===== config.mk =====
export PLATFORM = sky130hd
export DESIGN_NAME = muldiv_seq
export DESIGN_NICKNAME = d
export VERILOG_FILES = /design/src/rtl/muldiv_seq.sv
export SDC_FILE = /design/constraint.sdc
export NUM_CORES = 1
export LEC_CHECK = 0
export ABC_AREA = 0
export BUFFER_PORTS_ARGS = -buffer_cell sky130_fd_sc_hd__clkbuf_2
export CAP_MARGIN = 0
export CELL_PAD_IN_SITES_DETAIL_PLACEMENT = 1
export CELL_PAD_IN_SITES_GLOBAL_PLACEMENT = 1
export CORE_MARGIN = 2
export CORE_UTILIZATION = 42
export CTS_BUF_LIST = sky130_fd_sc_hd__clkbuf_8
export DETAILED_ROUTE_END_ITERATION = 10
export PLACE_DENSITY = 0.76
export SYNTH_ARGS = -nofsm -noshare
export SYNTH_HDL_FRONTEND = slang
export SYNTH_SLANG_ARGS = --single-unit

===== constraint.sdc =====
create_clock -name clk -period 2.99 [get_ports clk]
set_input_delay 0.598 -clock clk [delete_from_list [all_inputs] [get_ports clk]]
set_output_delay 0.598 -clock clk [all_outputs]
set_load 0.02 [all_outputs]

===== src/rtl/muldiv_seq.sv =====
// Iterative RV32M multiply/divide unit: radix-2 shift-add multiply and restoring divide, one bit per cycle.
// Optional MULDIV_EARLY_OUT_EN: divide-by-zero, signed overflow and zero-operand multiplies skip CALC.
module muldiv_seq #(
  parameter int WIDTH = 32,
  parameter int CNT_W = 6
) (
  input  logic             clk,
  input  logic             reset,
  input  logic             start,
  input  logic [WIDTH-1:0] data1,
  input  logic [WIDTH-1:0] data2,
  input  logic [5:0]       select,
  output logic             busy,
  output logic             done,
  output logic [WIDTH-1:0] result
);

  typedef enum logic [1:0] {
    S_IDLE = 2'd0,
    S_CALC = 2'd1,
    S_FIN  = 2'd2
  } state_t;

  localparam logic [2:0] OP_MUL    = 3'b000;
  localparam logic [2:0] OP_MULH   = 3'b001;
  localparam logic [2:0] OP_MULHSU = 3'b010;
  localparam logic [2:0] OP_MULHU  = 3'b011;
  localparam logic [2:0] OP_DIV    = 3'b100;
  localparam logic [2:0] OP_DIVU   = 3'b101;
  localparam logic [2:0] OP_REM    = 3'b110;
  localparam logic [2:0] OP_REMU   = 3'b111;

  localparam logic [WIDTH-1:0]   ZERO     = {WIDTH{1'b0}};
  localparam logic [WIDTH-1:0]   ONES     = {WIDTH{1'b1}};
  localparam logic [WIDTH-1:0]   MIN_NEG  = {1'b1, {(WIDTH-1){1'b0}}};
  localparam logic [2*WIDTH-1:0] ZERO2    = {(2*WIDTH){1'b0}};
  localparam logic [CNT_W-1:0]   CNT_ZERO = {CNT_W{1'b0}};
  localparam logic [CNT_W-1:0]   CNT_ONE  = CNT_W'(1);
  localparam logic [CNT_W-1:0]   CNT_LAST = CNT_W'(WIDTH - 1);

  function automatic logic [WIDTH-1:0] cond_neg(input logic [WIDTH-1:0] v, input logic neg);
    cond_neg = neg ? (ZERO - v) : v;
  endfunction

  state_t               state_r;
  logic [CNT_W-1:0]     cnt_r;
  logic [2:0]           op_r;
  logic [WIDTH-1:0]     a_r;
  logic [WIDTH-1:0]     b_r;
  logic [2*WIDTH-1:0]   acc_r;
  logic                 neg_q_r;
  logic                 neg_rem_r;
  logic                 special_r;
  logic [WIDTH-1:0]     spec_val_r;

  logic [2:0]           op_s;
  logic                 a_signed_s;
  logic                 b_signed_s;
  logic                 a_neg_s;
  logic                 b_neg_s;
  logic                 div0_s;
  logic                 ovf_s;
  logic                 mzero_s;
  logic                 special_s;
  logic                 early_s;
  logic                 accept_s;
  logic [WIDTH-1:0]     spec_val_s;
  logic [WIDTH-1:0]     mag1_s;
  logic [WIDTH-1:0]     mag2_s;

  logic [WIDTH:0]       add_s;
  logic [WIDTH:0]       rem_sh_s;
  logic [WIDTH:0]       diff_s;
  logic [2*WIDTH-1:0]   mul_next_s;
  logic [2*WIDTH-1:0]   div_next_s;
  logic [2*WIDTH-1:0]   prod_s;
  logic [WIDTH-1:0]     quo_s;
  logic [WIDTH-1:0]     rem_s;
  logic [WIDTH-1:0]     fix_s;

  // Request decode: operand signedness, magnitudes and the special-case result.
  always_comb begin
    op_s       = select[2:0];
    accept_s   = start && (select[5:3] == 3'b001);
    a_signed_s = 1'b0;
    b_signed_s = 1'b0;
    case (op_s)
      OP_MULH, OP_DIV, OP_REM: begin
        a_signed_s = 1'b1;
        b_signed_s = 1'b1;
      end
      OP_MULHSU: begin
        a_signed_s = 1'b1;
        b_signed_s = 1'b0;
      end
      default: begin
        a_signed_s = 1'b0;
        b_signed_s = 1'b0;
      end
    endcase
    a_neg_s   = a_signed_s && data1[WIDTH-1];
    b_neg_s   = b_signed_s && data2[WIDTH-1];
    mag1_s    = cond_neg(data1, a_neg_s);
    mag2_s    = cond_neg(data2, b_neg_s);
    div0_s    = op_s[2] && (data2 == ZERO);
    ovf_s     = ((op_s == OP_DIV) || (op_s == OP_REM)) && (data1 == MIN_NEG) && (data2 == ONES);
    mzero_s   = !op_s[2] && ((data1 == ZERO) || (data2 == ZERO));
    special_s = div0_s || ovf_s || mzero_s;
    if (div0_s) begin
      spec_val_s = op_s[1] ? data1 : ONES;
    end else if (ovf_s) begin
      spec_val_s = op_s[1] ? ZERO : MIN_NEG;
    end else begin
      spec_val_s = ZERO;
    end
`ifdef MULDIV_EARLY_OUT_EN
    early_s = special_s;
`else
    early_s = 1'b0;
`endif
  end

  // One iteration of shift-add multiply and restoring divide on the shared accumulator.
  always_comb begin
    add_s    = {1'b0, acc_r[2*WIDTH-1:WIDTH]} + {1'b0, a_r};
    if (acc_r[0]) begin
      mul_next_s = {add_s, acc_r[WIDTH-1:1]};
    end else begin
      mul_next_s = {1'b0, acc_r[2*WIDTH-1:1]};
    end
    // Remainder lives in the upper half, dividend/quotient shifts through the lower half.
    rem_sh_s = {acc_r[2*WIDTH-1:WIDTH], acc_r[WIDTH-1]};
    diff_s   = rem_sh_s - {1'b0, b_r};
    if (!diff_s[WIDTH]) begin
      div_next_s = {diff_s[WIDTH-1:0], acc_r[WIDTH-2:0], 1'b1};
    end else begin
      div_next_s = {rem_sh_s[WIDTH-1:0], acc_r[WIDTH-2:0], 1'b0};
    end
  end

  // Sign fixup and result selection applied in the finishing cycle.
  always_comb begin
    prod_s = neg_q_r ? (ZERO2 - acc_r) : acc_r;
    quo_s  = cond_neg(acc_r[WIDTH-1:0], neg_q_r);
    rem_s  = cond_neg(acc_r[2*WIDTH-1:WIDTH], neg_rem_r);
    case (op_r)
      OP_MUL:                       fix_s = prod_s[WIDTH-1:0];
      OP_MULH, OP_MULHSU, OP_MULHU: fix_s = prod_s[2*WIDTH-1:WIDTH];
      OP_DIV, OP_DIVU:              fix_s = quo_s;
      OP_REM, OP_REMU:              fix_s = rem_s;
      default:                      fix_s = ZERO;
    endcase
  end

  // Control FSM, datapath registers and registered outputs.
  always_ff @(posedge clk) begin
    if (!reset) begin
      state_r    <= S_IDLE;
      cnt_r      <= CNT_ZERO;
      op_r       <= 3'b000;
      a_r        <= ZERO;
      b_r        <= ZERO;
      acc_r      <= ZERO2;
      neg_q_r    <= 1'b0;
      neg_rem_r  <= 1'b0;
      special_r  <= 1'b0;
      spec_val_r <= ZERO;
      busy       <= 1'b0;
      done       <= 1'b0;
      result     <= ZERO;
    end else begin
      done <= 1'b0;
      case (state_r)
        S_IDLE: begin
          if (accept_s) begin
            op_r       <= op_s;
            a_r        <= mag1_s;
            b_r        <= mag2_s;
            acc_r      <= op_s[2] ? {ZERO, mag1_s} : {ZERO, mag2_s};
            neg_q_r    <= a_neg_s ^ b_neg_s;
            neg_rem_r  <= a_neg_s;
            special_r  <= special_s;
            spec_val_r <= spec_val_s;
            cnt_r      <= CNT_LAST;
            busy       <= 1'b1;
            state_r    <= early_s ? S_FIN : S_CALC;
          end else begin
            busy    <= 1'b0;
            state_r <= S_IDLE;
          end
        end
        S_CALC: begin
          acc_r <= op_r[2] ? div_next_s : mul_next_s;
          cnt_r <= cnt_r - CNT_ONE;
          if (cnt_r == CNT_ZERO) begin
            state_r <= S_FIN;
          end else begin
            state_r <= S_CALC;
          end
        end
        S_FIN: begin
          result  <= special_r ? spec_val_r : fix_s;
          done    <= 1'b1;
          busy    <= 1'b0;
          state_r <= S_IDLE;
        end
        default: begin
          busy    <= 1'b0;
          state_r <= S_IDLE;
        end
      endcase
    end
  end

endmodule

* After elaboration in Yosys (flattened, before gate mapping)
Index checks and enable logic that the tools add are counted.
** Storage, ports and cells
- Output and inout bits :: 34
- Input bits :: 73
- Word-level logic and storage cells :: 91
- Flip-flop bits (word level) :: 208
** Operators by class
- Reductions and logical operators :: 25
- Bitwise operators :: 1
- Eq/ne operators :: 17
- Multiplexer cells :: 27
- $add $sub $neg :: 8
** Operators with widths (count)
- 32-bit two-way mux :: 10
- 64-bit two-way mux :: 5
- 32-bit case mux with 4 select lines :: 1
- 64-bit case mux with 2 select lines :: 1
- 1-bit by 32-bit subtractor with 32-bit output, first input constant :: 4
- 32-bit equality test, second input constant :: 2
- 32-bit zero test :: 2
- 1-bit by 64-bit subtractor with 64-bit output, first input constant :: 1
- 32-bit by 32-bit adder with 33-bit output :: 1
- 33-bit by 32-bit subtractor with 33-bit output :: 1
- 3-bit equality test, second input constant :: 6
- 6-bit case mux with 2 select lines :: 1
- 3-bit by 1-bit equality test with 1-bit output, second input constant :: 3
- 3-bit by 2-bit equality test with 1-bit output, second input constant :: 3
- 1-bit logical AND :: 7
- 6-bit zero test :: 1
- 6-bit two-way mux :: 1
- 3-bit OR reduction :: 2
- 6-bit by 1-bit subtractor with 6-bit output, second input constant :: 1
- 1-bit two-way mux :: 5
- 1-bit logical OR :: 4
- 2-bit case mux with 2 select lines :: 1
- 2-bit AND reduction :: 2
- 2-bit OR reduction :: 2
- other kinds (11) :: 11

* Longest topological paths before layout
- Word-level depth :: 8
- Depth in mapped cells :: 14
- Gate-level depth less buffers :: 12

* Least setup slack after synthesis
Ideal clock, no wire load.
- Kind :: register -> register
- Start :: reg acc_r[0]
- End :: reg result[28]
- Path buffers :: 3
- Arrival time :: 3.152 ns
- Period minus slack after synthesis :: 3.247 ns
- Required time :: 2.895 ns
- Path slack :: -0.257 ns
- Setup time :: 0.095 ns
- Cell stages (with the launch flop) :: 14
- Cells stage by stage :: dfxtp_1 -> inv_1 -> clkbuf_1 -> clkbuf_1 -> ha_1 -> nand2b_1 -> or3_1 -> or3_1 -> or3_4 -> buf_6 -> o41ai_2 -> xnor2_1 -> nand2_1 -> a221oi_1
** Between the ends
- Cells in the longest elaborated chain, start to end :: 4
- Elaborated cells on any way between the ends :: 6
- Classes of those cells :: 2 x add/sub; 4 x mux
** Ends and longest elaborated chain
- start: declaration :: RTL line 50 : logic [2*WIDTH-1:0] acc_r;
- start signal: assignment :: RTL line 179 : acc_r <= op_s[2] ? {ZERO, mag1_s} : {ZERO, mag2_s};
- start signal: assignment :: RTL line 193 : acc_r <= op_r[2] ? div_next_s : mul_next_s;
- 1-bit by 64-bit subtractor with 64-bit output / 1-bit by 32-bit subtractor with 32-bit output (equally long branches) :: RTL line 143, 42
- 64-bit two-way mux / 32-bit two-way mux (equally long branches) :: RTL line 143, 42
- 32-bit case mux with 4 select lines (*) :: RTL line 146 : case (op_r)
- 32-bit two-way mux (*) :: RTL line 202 : result <= special_r ? spec_val_r : fix_s;
- end signal: assignment :: RTL line 202
- end: declaration :: RTL line 15 : output logic [WIDTH-1:0] result
Every way passes the cells marked *; elsewhere a longest branch is shown, timed or not.
A chain may end at the register's enable or synchronous reset.

* Worst setup path in the final report
- Start :: reg acc_r[2]
- End :: reg result[20]
The elaborated chain is that of the path after synthesis.

==> results_dict.tcl <==
set metrics [dict create \
    wl_per_cell_um 25.8 \
    hold-worst-slack_ns 0.358 \
    die_h_um 203 \
    synth_commonest_cells "a21oi_1, nor2_1, nand2_1, dfxtp_1, o21ai_0" \
    grt_pass1_vias 19700 \
    synthCells 2286 \
    drtIter0Drc 1703 \
    vdd_drop_max_mv 0.345 \
    min_period_ns 3.02 \
    path_class "flop to flop" \
    ys_seq_area_share_pct 24.9 \
    num-nets-final 2701 \
    final-max-slew-violation-count 0 \
    max_freq_mhz 331 \
    required_ns 3.49 \
    synthArstFlopShare_pct 0 \
    drt_pre_antenna_iters 6 \
    hold_path.class "input port to flop" \
    synth_enable_flop_cells 0 \
    ys_warn_count 0 \
    synth.top_cell.area_share_pct 24.9 \
    postCtsHoldBufs 0 \
    gp_congestion 1.02 \
    grt_max_degree 157 \
    ctsLongestPathBuffers 3 \
    clock_sinks 208 \
    syn_to_final_growth_pct 26.3 \
    ant_nets 0 \
    clk_pin_slew_worst_paths_ns 0.06 \
    vias 19600 \
    syn_avg_cell_area_sq_um 7.30 \
    rsz0062_at_grt "yes" \
    synth-main-ff-cell "dfxtp_1" \
    synth_area_sq_um 16700 \
    finalCritPeriodShare_pct 101 \
    worstSkewPairLatency_ns 0.60 \
    status "finished with violations" \
    overflow 0 \
    relSlewSlack_pct 40.0 \
    netlist_top_cells_area "dfxtp_1, a21oi_1, ha_1" \
    grt_antenna_before_repair 3 \
    startpoint_type "flop" \
    wirelength_mm 80.2 \
    drv_cap 0 \
    post-place-cells 3028 \
    portBuffers 106 \
    cts_buffers 38 \
    p_leak_nw 8.46 \
    dp_slack_ns -0.269 \
    fillers 5000 \
    drc 0 \
    htree_num_levels 2 \
    die_w_um 203 \
    layout.cells.non_filler 3110 \
    cts_tree "yes" \
    grtUsageTotal_pct 37.7 \
    hold_viol 0 \
    core-area_sq_um 39500 \
    tightest_slew_ns 0.901 \
    violations "negative setup slack" \
    place_hpwl_mm 61.7 \
    syn-num-nets 2431 \
    drive_gt1_share_pct 23.8 \
    arrival_ns 3.52 \
    fin_worst_skew_ns 0.0404 \
    grt_pass1_wl_mm 120 \
    cts_root_buf "clkbuf_8" \
    yosysMostFrequentCell "a21oi_1" \
    crit_fanout 5 \
    fp.dieArea_sq_um 41400 \
    ys_ff_latch 208 \
    rows 73 \
    ys_types 76 \
    start_util_pct 42.3 \
    viasPerCell 6.30 \
    layout_setup_ws_ns -0.0309 \
    setup_viol 4 \
    endpoint_kind "flop" \
    power-per-cell-area_nw_per_um2 378 \
    ios 107 \
    synth_top_cell_by_area "dfxtp_1" \
]
## state kept, by name, summed over array words and instances (netlist names)
| register | cells |
|---|---|
| a_r | 32 |
| acc_r | 64 |
| b_r | 32 |
| busy | 1 |
| cnt_r | 6 |
| done | 1 |
| neg_q_r | 1 |
| neg_rem_r | 1 |
| op_r | 3 |
| result | 32 |
| spec_val_r | 32 |
| special_r | 1 |
| state_r | 2 |
## worst paths after layout
| check | from | endpoint | slack (ns) | depth (start not counted) |
|---|---|---|---|---|
| worst max-delay path | acc_r[2] | result[20] | -0.03 | 9 |
| worst min-delay path | select[1] | op_r[1] | 0.36 | 3 |
| worst min register to register | spec_val_r[1] | spec_val_r[1] | 0.45 | 2 |
| worst max register to register | acc_r[2] | result[20] | -0.03 | 9 |
## area by class of cell
class	instances	area, sq um	share of cell area (%)
clock buffers	48	661	3.13
multi-input cells	1831	12200	57.8
flip-flops and latches	208	4180	19.8
well taps	525	657	3.12
clock inverters	20	141	0.671
diodes	1	2.50	0.0119
repair buffers	408	2990	14.2
inverters	69	262	1.24
## cells by family after synthesis
family	count (synthesis)	share of synthesized area (%)
AO/OA/AOI/OAI	782	29.5
multiplexers	78	4.72
adder cells (fa/ha/maj)	72	5.48
buffers and inverters	248	5.72
XOR/XNOR	176	9.23
AND/OR/NAND/NOR	722	20.4
flip-flops	208	24.9
## through the flow
step	area (sq um)	setup TNS, ns	utilization (%)	power [W]
after floorplan	16700	-0.00555	-	0.00394
after CTS	20500	-0.00736	51.9	0.00777
after global routing	21100	-2.19	53.4	0.00824
final	21100	-0.0724	53.4	0.00797
after detailed placement	19500	-9.05	49.5	0.00484
after global placement	19500	-4.67	49.5	0.00479
## report_power, final
part           internal [W]  leakage, nW  total (W)  switching (W)
sequential          0.00283         1.69    0.00287      0.0000467
clock               0.00156        0.439    0.00293        0.00138
combinational      0.000867         6.34    0.00216        0.00129
## placed cells by master (no fill, tap or decap), types with 11 or more instances in the layout
master	Yosys	routed
or3_1	35	28
nand2b_1	14	12
a221oi_1	13	11
buf_4	1	281
nor2_1	221	219
nor4_1	26	22
nor3_1	55	49
buf_12	0	12
a21o_1	27	27
xor2_1	88	86
clkbuf_2	1	106
and3_1	11	11
nand4_1	27	27
o21ai_0	168	154
nand3_1	39	39
o211ai_1	46	46
a21oi_2	0	14
a211oi_1	84	80
o31ai_1	29	27
xnor2_1	88	84
a22o_1	15	15
inv_1	68	66
ha_1	70	52
a31oi_1	36	35
nand2_1	220	217
o221ai_1	16	15
mux2i_1	72	71
dfxtp_1	208	199
o22ai_1	16	15
clkbuf_8	0	48
o21ai_1	7	17
nor2b_1	16	14
a21oi_1	240	223
or4_1	17	14
## worst max-delay path, cell delays in order (launching register included)
cell and delay [ns]:
dfxtp_2 0.32, or4_4 0.55, or3_4 0.36, or3_4 0.38
or3_4 0.44, o41ai_2 0.22, o21ai_1 0.15, xor2_2 0.27
a21oi_2 0.09, o211ai_1 0.17
## metal layers
layer	vias up	wire length, um	part of all wire, %	global-route usage, %
met5	-	19	0.024	0
met4	4	4410	5.5	17.8
met3	224	6280	7.8	7.11
met2	829	36600	46	61.4
met1	9657	32900	41	47.9
li1	8891	-	-	-
## what timing repair did
item / CTS / global route
setup buffers: 3 / 10
hold endpoints to repair: 0 / 0
cloned: 0 / 1
pin swaps: 8 / 34
setup endpoints to repair: 36 / 51
resized for setup: 26 / 125
No activity file was read; power rests on OpenSTA's default activity.
